`config.mk`:
```
export PLATFORM = sky130hd
export DESIGN_NAME = udp_pkt_gen
export DESIGN_NICKNAME = d
export VERILOG_FILES = /design/src/rtl/udp_pkt_gen.sv
export SDC_FILE = /design/constraint.sdc
export NUM_CORES = 1
export LEC_CHECK = 0
export ABC_AREA = 1
export CAP_MARGIN = 20
export CORE_MARGIN = 2
export CORE_UTILIZATION = 29
export DETAILED_ROUTE_END_ITERATION = 16
export DONT_BUFFER_PORTS = 1
export GPL_ROUTABILITY_DRIVEN = 1
export GPL_TIMING_DRIVEN = 0
export HOLD_SLACK_MARGIN = 0.08
export SYNTH_ARGS = -nofsm -noshare
export SYNTH_HDL_FRONTEND = slang
export SYNTH_SLANG_ARGS = --single-unit
```
`constraint.sdc`:
```
create_clock -name clk -period 2.2 [get_ports clk]
set_input_delay 0.33 -clock clk [delete_from_list [all_inputs] [get_ports clk]]
set_output_delay 0.33 -clock clk [all_outputs]
set_load 0.005 [all_outputs]
```
`src/rtl/udp_pkt_gen.sv`:
```
`default_nettype none
// ---------------------------------------------------------------------------
// udp_pkt_gen : multi-channel UDP payload generator feeding an Ethernet core
// Rev 1.0
// ---------------------------------------------------------------------------
module udp_pkt_gen #(
   parameter int CH_NUM = 4,
   parameter int LEN_W  = 16,
   parameter int CW     = (CH_NUM > 1) ? $clog2(CH_NUM) : 1
) (
   input  logic              clk,
   input  logic              rst_n,
   input  logic              enable,
   input  logic [1:0]        mode,
   input  logic [7:0]        const_byte,
   input  logic [LEN_W-1:0]  pay_len,
   input  logic [LEN_W-1:0]  gap_cycles,
   input  logic [CH_NUM-1:0] ch_mask,
   input  logic [15:0]       base_port,
   output logic              cvt_tx,
   input  logic              busy_tx,
   input  logic              dv_tx,
   output logic [7:0]        data_tx,
   output logic [LEN_W-1:0]  data_len_tx,
   output logic [15:0]       dst_port,
   output logic [CW-1:0]     cur_ch,
   output logic [31:0]       pkt_cnt,
   output logic              err_overrun
);

   localparam logic [1:0] S_IDLE = 2'd0;
   localparam logic [1:0] S_REQ  = 2'd1;
   localparam logic [1:0] S_SEND = 2'd2;
   localparam logic [1:0] S_GAP  = 2'd3;

   logic [1:0]       state_q, state_d;
   logic             rdy_q;
   logic [CW-1:0]    last_q, last_d;
   logic [CW-1:0]    cur_ch_q, cur_ch_d;
   logic [1:0]       mode_q, mode_d;
   logic [7:0]       const_q, const_d;
   logic [7:0]       pat_q, pat_d;
   logic [7:0]       data_q, data_d;
   logic [LEN_W-1:0] len_q, len_d;
   logic [LEN_W-1:0] cnt_q, cnt_d;
   logic [LEN_W-1:0] gap_q, gap_d;
   logic [15:0]      port_q, port_d;
   logic [31:0]      pkt_q, pkt_d;
   logic             err_q, err_d;

   logic [CW-1:0]    nxt_ch;
   logic [CW-1:0]    lo_ch;
   logic             found_hi;
   logic [7:0]       pat_nxt;

   function automatic logic [7:0] first_byte(input logic [1:0] m, input logic [7:0] c);
      case (m)
         2'd1:    return 8'h00;
         2'd2:    return 8'hFF;
         default: return c;
      endcase
   endfunction

   // Descending scan so the last hit is the lowest qualifying index.
   always_comb begin
      nxt_ch   = '0;
      lo_ch    = '0;
      found_hi = 1'b0;
      for (int i = CH_NUM - 1; i >= 0; i--) begin
         if (ch_mask[i]) begin
            lo_ch = CW'(i);
            if (i > int'(last_q)) begin
               nxt_ch   = CW'(i);
               found_hi = 1'b1;
            end
         end
      end
      if (!found_hi) nxt_ch = lo_ch;
   end

   always_comb begin
      case (mode_q)
         2'd1:    pat_nxt = pat_q + 8'd1;
         2'd2:    pat_nxt = {pat_q[6:0], pat_q[7] ^ pat_q[5] ^ pat_q[4] ^ pat_q[3]};
         default: pat_nxt = const_q;
      endcase
   end

   always_comb begin
      state_d  = state_q;
      last_d   = last_q;
      cur_ch_d = cur_ch_q;
      mode_d   = mode_q;
      const_d  = const_q;
      pat_d    = pat_q;
      data_d   = data_q;
      len_d    = len_q;
      cnt_d    = cnt_q;
      gap_d    = gap_q;
      port_d   = port_q;
      pkt_d    = pkt_q;
      err_d    = err_q;
      case (state_q)
         S_IDLE: begin
            if (rdy_q && enable && (|ch_mask) && (|pay_len)) begin
               state_d  = S_REQ;
               len_d    = pay_len;
               last_d   = nxt_ch;
               cur_ch_d = nxt_ch;
               port_d   = base_port + 16'(nxt_ch);
               mode_d   = mode;
               const_d  = const_byte;
               pat_d    = first_byte(mode, const_byte);
               data_d   = first_byte(mode, const_byte);
               cnt_d    = '0;
            end
         end
         S_REQ: begin
            if (busy_tx) state_d = S_SEND;
         end
         S_SEND: begin
            if (dv_tx) begin
               if (cnt_q == len_q) begin
                  err_d = 1'b1;
               end else begin
                  cnt_d = cnt_q + LEN_W'(1);
                  pat_d = pat_nxt;
                  // Once the last byte is consumed the bus parks at zero.
                  data_d = (cnt_q + LEN_W'(1) == len_q) ? 8'h00 : pat_nxt;
               end
            end
            if (!busy_tx) begin
               state_d = S_GAP;
               gap_d   = gap_cycles;
               pkt_d   = pkt_q + 32'd1;
            end
         end
         default: begin
            if (gap_q <= LEN_W'(1)) state_d = S_IDLE;
            else                    gap_d   = gap_q - LEN_W'(1);
         end
      endcase
   end

   always_ff @(posedge clk or negedge rst_n) begin
      if (!rst_n) begin
         state_q  <= S_IDLE;
         rdy_q    <= 1'b0;
         last_q   <= CW'(CH_NUM - 1);
         cur_ch_q <= '0;
         mode_q   <= 2'd0;
         const_q  <= 8'h00;
         pat_q    <= 8'h00;
         data_q   <= 8'h00;
         len_q    <= '0;
         cnt_q    <= '0;
         gap_q    <= '0;
         port_q   <= 16'h0000;
         pkt_q    <= 32'd0;
         err_q    <= 1'b0;
      end else begin
         state_q  <= state_d;
         rdy_q    <= 1'b1;
         last_q   <= last_d;
         cur_ch_q <= cur_ch_d;
         mode_q   <= mode_d;
         const_q  <= const_d;
         pat_q    <= pat_d;
         data_q   <= data_d;
         len_q    <= len_d;
         cnt_q    <= cnt_d;
         gap_q    <= gap_d;
         port_q   <= port_d;
         pkt_q    <= pkt_d;
         err_q    <= err_d;
      end
   end

   assign cvt_tx      = (state_q == S_REQ);
   assign data_tx     = data_q;
   assign data_len_tx = len_q;
   assign dst_port    = port_q;
   assign cur_ch      = cur_ch_q;
   assign pkt_cnt     = pkt_q;
   assign err_overrun = err_q;

endmodule
`default_nettype wire

```
* Word level (Yosys, flattened, before mapping)
Index checks and enable logic that the tools add are counted.
** Storage, ports and cells
- Register bits :: 130
- Input bits :: 67
** Operators by class
- $add $sub $neg :: 5
- Magnitude comparators :: 4
- Equal/unequal tests :: 14
- Muxes and demuxes :: 39
- Bitwise logic cells :: 5
- Reductions and logical operators :: 15
** Operator list (count)
- $mux 16 :: 5
- $pmux 16 s2 :: 2
- $pmux 8 s2 :: 4
- $mux 8 :: 6
- $add 32x1->32 const B :: 1
- $eq 16x16->1 :: 2
- $mux 2 :: 15
- $add 16x1->16 const B :: 1
- $add 16x2->16 :: 1
- $le 16x1->1 const B :: 1
- $reduce_or 16->1 :: 1
- $sub 16x1->16 const B :: 1
- $add 8x1->8 const B :: 1
- $ne 2x2->1 const B :: 4
- $reduce_and 4->1 :: 2
- $eq 2x1->1 const B :: 3
- $eq 2x2->1 const B :: 3
- $mux 1 :: 6
- $pmux 2 s3 :: 1
- $reduce_and 3->1 :: 2
- $gt 2x2->1 const A :: 2
- $ne 2x1->1 const B :: 2
- $reduce_and 2->1 :: 2
- $reduce_bool 4->1 :: 1
- 8 further kinds :: 13

* Depth between registers and ports, before layout
Gate-level depths: netlist of run 1.
- Word-level depth :: 9
- Mapped depth :: 17
- Depth with buffers taken out :: 17

* Worst setup path after synthesis of run 1
No wires, ideal clock.
- Kind :: register to register
- Start point :: register last_q[0]
- End point :: register port_q[14] (netlist: dst_port[14])
- Setup time :: 0.118 ns
- Arrival :: 2.315 ns
- Data required time :: 2.082 ns
- Slack :: -0.233 ns
- Cell stages (with the launch flop) :: 18
- Buffers on the path :: 0
- Clock period less this slack :: 2.433 ns
- Path through :: dfstp_2 > inv_1 > nand2_1 > nor2_1 > inv_1 > o2111a_1 > a31oi_1 > ha_1 > fa_1 > nand3_1 > nor3b_2 > nand3_1 > nor2_1 > nand2_1 > nor2_1 > nand3_1 > nand3_1 > nand2_1
** Between the ends
- Word-level cells in the longest chain between the ends :: 9
** Ends and longest elaborated chain
- start, declared :: RTL line 38 : logic [CW-1:0] last_q, last_d;
- start signal, assigned :: RTL line 149 : last_q <= CW'(CH_NUM - 1);
- start signal, assigned :: RTL line 164 : last_q <= last_d;
- $gt 2x2->1 :: RTL line 72 : if (i > int'(last_q)) begin
- $mux 2 / $mux 1 (equally long branches) :: RTL line 72
- $mux 2 / $mux 1 (equally long branches) :: RTL line 70 : if (ch_mask[i]) begin
- $mux 2 / $mux 1 (equally long branches) :: RTL line 72
- $mux 2 / $mux 1 (equally long branches) :: RTL line 70
- $mux 2 / $mux 1 (equally long branches) :: RTL line 72
- $mux 2 / $mux 1 (equally long branches) :: RTL line 70
- $mux 2 * :: RTL line 78 : if (!found_hi) nxt_ch = lo_ch;
- via nxt_ch[0] :: RTL line 51 : logic [CW-1:0] nxt_ch;
- $add 16x2->16 * :: RTL line 110 : port_d = base_port + 16'(nxt_ch);
- end signal, assigned :: RTL line 173 : port_q <= port_d;
- end, declared :: RTL line 47 : logic [15:0] port_q, port_d;
The timed path passes the listed nets; every way through them passes the cells marked *.
A chain may end at the register's enable or synchronous reset.

* Final worst setup path of run 1
- Start point :: register last_q[1]
- End point :: register port_q[10] (netlist: dst_port[10])
Same word-level chain as after synthesis.

==> flow_summary.toml, run 1 <==
[timing]
tightest_slew_ns = 0.772
relSlewSlack_pct = 48.5
rsz0062_at_grt = "true"
clock_skew_ns = 0.0138
fmax_mhz = 385
period_needed_ns = 2.60
worst_slack_ns = -0.400
whs_ns = -0.409
hold_viol = 130
slew_violations = 0
fin_crit_sh_pct = 118
setup_viol = 13
setup_tns_ns = -3.00

[route]
dr.first_iter.drc_count = 497
wl_per_cell_um = 16.5
vias = 7208
wl_um = 24500
vias_per_cell = 4.85
dr.pass1.iters = 5
antenna_left = 0
drc_errors = 0

[worst_setup_path]
path_max_fanout = 4
critical_path.slowest_cell = "dfstp_2"
cp.arrival_ns = 2.89
cpPeakStageDelay_ns = 0.57
crit_required_ns = 2.49
startpoint_type = "register"
path_cells = "inv_2 > o21ai_4 > o2111a_1 > a31oi_4 > ha_4 > fa_2 > nand3_2 > nor3b_2 > nand3_1 > nor2_2 > nand2_2 > buf_4 > xor2_1 > o21ai_1"
critPathKind = "reg2reg"
cp-end-kind = "register"
critPathLaunch = "last_q[1]"
rr_startpoint = "last_q[1]"

[grt]
grt_usage_pct = 17.7
grt_pass1_vias = 7229
grt_start_max_net_pins = 131
antenna_found_initial = 0
grt_pass1_wl_um = 39100
grt_overflow = 0

[yosys]
synth_top_cell_by_area = "dfrtp_1"
synthSimpleGateAreaFrac_pct = 31.3
synth_xor_area_share_pct = 6.48
synth_area_per_cell_um2 = 7.40
synthMuxAreaShare_pct = 0.130
synth.area.top_cells = "dfrtp_1 42%, nand2_1 15%, o21ai_0 6.2%, nor2_1 5.2%, nand3_1 5.1%"
ys_warn_count = 0
yosysUniqueCellTypes = 47
synthAdderAreaFrac_pct = 2.53
synth_fp_nets = 1123
synth_async_sr_flop_share_pct = 100
synth_commonest_cells = "308 x nand2_1, 128 x dfrtp_1, 106 x nor2_1, 101 x inv_1, 96 x o21ai_0"
synth_top_family_by_area = "simple AND/OR/NAND/NOR gates"
synth-edff-count = 0
yosys.cell_count.top_type = "nand2_1"
synth_flop_cell = "dfrtp_1"
synth_compound_area_share_pct = 10.4
synth_top_area_share_pct = 41.6
syn_area_um2 = 7700
ys_seq_area_share_pct = 42.3
synth_cells = 1041
synth-seq-cells = 130

[final_layout]
antennaDiodeCount = 0
finalNetCount = 1219
area_growth_pct = 27.3
multi_input_area_um2 = 4240
final_cells = 1485
regArea_um2 = 3260
drive_above_1_share_pct = 14.9
fillCellCount = 2714
fin_area_um2 = 9800

[clock_network]
clock_path_buffers = 2
numCtsBuffers = 17
numClockSinks = 130
cts_tree = "yes"
ctsHtreeMaxLevel = 4
clk_pin_slew_ns = 0.07
clk_latency_ns = 0.43
cts-root-buf = "clkbuf_16"

[place]
place_congestion = 0.873
place_inst = 1376
portBuffers = 0
dp_slack_ns = -0.504
place_area_um2 = 8140
dp_hpwl_um = 16900

[die]
initial_core_util_pct = 29.5
die_w_um = 167
die_h_um = 167
die_area_um2 = 27900
coreArea_um2 = 26100
io_pins = 143
rows = 59

[power]
p_total_w = 0.0116
power.leakage_nw = 4.49
p_per_area_nw_per_um2 = 1190
ir_worst_vdd_uv = 521

[flow_run]
drv_cap = 0

[outcome]
status = "finished, violations left"
violations = "hold timing, setup timing"

[worst_hold_path]
hp-class = "in2async"
routing by layer:
layer  GRT usage [%]  up-vias  part of all wire (%)
met5               0        -                     0
li1                -     3552                     -
met2            28.4      208                    46
met3            5.42       40                   7.2
met4            5.81        0                   2.3
met1            22.8     3408                    44
cells by family after synthesis:
kind of cell / Yosys count
AOI/OAI and AO/OA: 148
xor gates and xnor gates: 57
adders and majority gates: 15
buffers and inverters: 136
DFF: 130
muxes: 1
other: 1
and+or+nand+nor: 553
final cells by class:
class	count	share of cell area, %
multi-input cells	775	43.3
flip-flops and latches	130	33.3
repair buffers	79	7.48
inverters	110	4.39
clock buffers	17	4.34
well taps	335	4.28
clock inverters	15	1.71
plain buffers	24	1.25
report_power, final:
part	leakage [nW]	switching, W	internal [W]	total [W]
Combinational	2.57	0.00292	0.00172	0.00464
Clock	0.279	0.00130	0.00161	0.00291
Sequential	1.64	0.000852	0.00322	0.00407
Total	4.49	0.00507	0.00655	0.0116
critical path: cells and delay by family, from the launching register on:
kind            cells  cell delay [ns]
simple gates        5             0.41
compound gates      4             0.59
flops               1             0.57
fa+ha+maj           2             0.54
buf+inv             2             0.20
xor+xnor            1             0.15
path summary, 6_finish.rpt:
| path | to | slack, ns | cells after the start |
|---|---|---|---|
| worst min-delay path | rdy_q | -0.41 | 0 |
| worst max register to register | dst_port[10] | -0.40 | 14 |
| worst max-delay path | dst_port[10] | -0.40 | 14 |
| min in group clk | dst_port[10] | 0.11 | 2 |
| worst min register to register | const_q[1] | 0.48 | 2 |
| max in group asynchronous | const_q[0] | 2.38 | 0 |
registers in the layout, summed over array words and instances (netlist names):
name / cells
pat_q: 8
dst_port: 16
state_q: 2
data_len_tx: 16
cnt_q: 16
cur_ch: 2
data_tx: 8
const_q: 8
mode_q: 2
last_q: 2
gap_q: 16
pkt_cnt: 32
rdy_q: 1
err_overrun: 1
what timing repair did:
item / CTS / global route
endpoints found under the hold margin: 169 / 131
resized for setup: 33 / 64
buffers inserted: 23 / 20
hold buffers: 37 / 1
setup endpoints to repair: 67 / 57
pin swaps: 17 / 28
layout by cell type, fill, tap and decap left out, types with 22 or more instances in the layout:
cell,n
nand2_1,299
dfrtp_1,124
inv_1,97
nor2_1,97
o21ai_0,85
nand3_1,63
xor2_1,38
buf_4,38
dlygate4sd3_1,38
a21oi_1,22
stage by stage:
stage	hold slack, ns	utilization (%)
final	-0.409	37.6
after global routing	-0.435	37.6
after CTS	-0.423	35.9
after detailed placement	0.0427	31.2
after global placement	0.0441	31.2
after floorplan	0.0344	-
(Power assumes the default switching activity.)
==> run 2: changes to the inputs <==
--- a/config.mk
+++ b/config.mk
@@ -14,6 +14,7 @@
 export GPL_ROUTABILITY_DRIVEN = 1
 export GPL_TIMING_DRIVEN = 0
 export HOLD_SLACK_MARGIN = 0.08
+export SLEW_MARGIN = 20
 export SYNTH_ARGS = -nofsm -noshare
 export SYNTH_HDL_FRONTEND = slang
 export SYNTH_SLANG_ARGS = --single-unit
==> constraint.sdc (replaced) <==
create_clock -name clk -period 3.06 [get_ports clk]
set_input_delay 0.459 -clock clk [delete_from_list [all_inputs] [get_ports clk]]
set_output_delay 0.459 -clock clk [all_outputs]
set_load 0.005 [all_outputs]
==> run 2 against run 1 <==
Net effect: the run ends with hold timing left; critical path depth increased by 3; sequential power is 28% lower; hold slack gained 0.15 ns; non-clock buffer count fell by 76.
==> flow_summary.toml, run 2 (synthesized netlist as in run 1, its figures left out) <==
[worst_setup_path]
critical_path.slowest_cell = "dfstp_2"
path_max_fanout = 3
startpoint_type = "register"
crit_required_ns = 3.43
ff2ff_setup_slack_ns = 0.26
cpPeakStageDelay_ns = 0.36
cp_common_cell = "nand2_1"
cp-end-kind = "register"
critPathKind = "reg2reg"
path_cells = "inv_1 > nand2_1 > nor2_2 > inv_1 > o2111a_1 > a31oi_4 > ha_2 > fa_1 > nand3_1 > nor3b_2 > nand3_1 > nor2_2 > nand2_1 > nor2_2 > xor2_1 > nand2_1 > nand2_1"
cp.arrival_ns = 3.17

[power]
comb_power_share_pct = 36.9
p_clk_share_pct = 26.1
p_sw_share_pct = 43.8
ir_worst_vdd_uv = 414
p_per_area_nw_per_um2 = 903
power.leakage_nw = 4.00
p_sw_w = 0.00346
internal-power_w = 0.00444
p_total_w = 0.00790
pwr-share-seq_pct = 37.0

[die]
die_area_um2 = 27900
die_w_um = 167
coreArea_um2 = 26100
die_h_um = 167
io_pins = 143
rows = 59
initial_core_util_pct = 29.5

[timing]
fmax_mhz = 357
setup_tns_ns = 0
period_needed_ns = 2.80
relSlewSlack_pct = 44.4
tightest_slew_ns = 0.833
hold_viol = 130
setup_viol = 0
whs_ns = -0.263
clock_skew_ns = 0.0177
fin_crit_sh_pct = 91.4
slew_violations = 0

[grt]
grt_start_max_net_pins = 131
grt_overflow = 0
grt_usage_pct = 16.7
grt_pass1_vias = 6858
grt_pass1_wl_um = 36800
antenna_found_initial = 0

[outcome]
status = "finished, violations left"
violations = "hold timing"

[route]
wl_um = 22900
antenna_left = 0
vias_per_cell = 4.88
dr.pass1.iters = 5
wl_per_cell_um = 16.3
vias = 6873
drc_errors = 0
dr.first_iter.drc_count = 455

[clock_network]
cts-root-buf = "clkbuf_16"
ctsHtreeMaxLevel = 4
numCtsBuffers = 17
clk_pin_slew_ns = 0.07
numClockSinks = 130
cts_tree = "yes"
clock_path_buffers = 2
clk_latency_ns = 0.43

[final_layout]
antennaDiodeCount = 0
fillCellCount = 2807
largest_reg_flops = 32
final_cells = 1409
finalCoreUtilization_pct = 33.6
drive_above_1_share_pct = 7.54
area_growth_pct = 13.6
final_cell_mix = "308 x nand2_1, 128 x dfrtp_1, 103 x nor2_1"
finalNetCount = 1143
final_common_cell = "nand2_1"

[place]
place_inst = 1376
dp_hpwl_um = 16900
place_congestion = 0.875
portBuffers = 0

[flow_run]
drv_cap = 0

[worst_hold_path]
hp-class = "in2async"
[run 2: cell types whose count changed in the layout (fill, tap and decap cells not counted), sizes merged]
cell,delta
buf,-39
clkbuf,+1
clkinv,+1
clkinvlp,-3
dlygate4sd3,-38
inv,+2
[run 2: stage by stage]
stage / worst slack, ns / cell area, um^2
3_5_place_dp: 0.0430 / 8120
5_1_grt: -0.0496 / 8740
2_1_floorplan: 0.558 / 7700
6_report: 0.262 / 8740
4_1_cts: 0.0579 / 8700
3_3_place_gp: 0.0853 / 8120
[run 2: layer usage]
metal | part of all wire [%] | vias up | wire (um) | GRT usage, %
met5 | 0 | - | 0 | 0
met4 | 1.8 | 0 | 416 | 5.51
met3 | 8.7 | 26 | 2000 | 5.92
met2 | 45 | 219 | 10400 | 26.0
met1 | 44 | 3224 | 10100 | 21.6
li1 | - | 3404 | - | -
[run 2: cell type report]
cell class / instances / area (um^2) / share of cell area [%]
Multi-Input combinational cell: 775 / 3950 / 45.2
Sequential cell: 130 / 3260 / 37.2
Clock buffer: 17 / 425 / 4.87
Tap cell: 335 / 419 / 4.79
Inverter: 110 / 415 / 4.75
Clock inverter: 15 / 160 / 1.83
Buffer: 26 / 108 / 1.23
Timing Repair Buffer: 1 / 7.51 / 0.0859
[run 2: path summary, 6_finish.rpt]
path,start,end,cells after the start
worst max register to register,last_q[0],dst_port[12],17
min in group clk,const_byte[3],const_q[3],2
worst min-delay path,rst_n,data_len_tx[12],0
worst min register to register,const_q[7],const_q[7],2
max in group asynchronous,rst_n,const_q[2],0
worst max-delay path,last_q[0],dst_port[12],17
[run 2: power by group through the flow]
stage                     clock, W  sequential (W)  combinational, W
final                      0.00206         0.00292           0.00292
after global routing       0.00218         0.00301           0.00336
after CTS                  0.00212         0.00293           0.00291
after detailed placement         0         0.00295           0.00291
after global placement           0         0.00294           0.00284
after floorplan                  0         0.00274           0.00216
[run 2: what timing repair did]
| action | CTS | global route |
|---|---|---|
| buffers inserted | 0 | 1 |
| resized for setup | 0 | 7 |
| hold endpoints to repair | 130 | 130 |
| endpoints found under the setup margin | 0 | 3 |
[run 2: critical path, delay by kind of cell (launching register included)]
| family | cells | cell delay [ns] |
|---|---|---|
| xor+xnor | 1 | 0.16 |
| buf+inv | 2 | 0.14 |
| fa+ha+maj | 2 | 0.43 |
| flops | 1 | 0.36 |
| simple gates | 10 | 1.30 |
| compound gates | 2 | 0.36 |
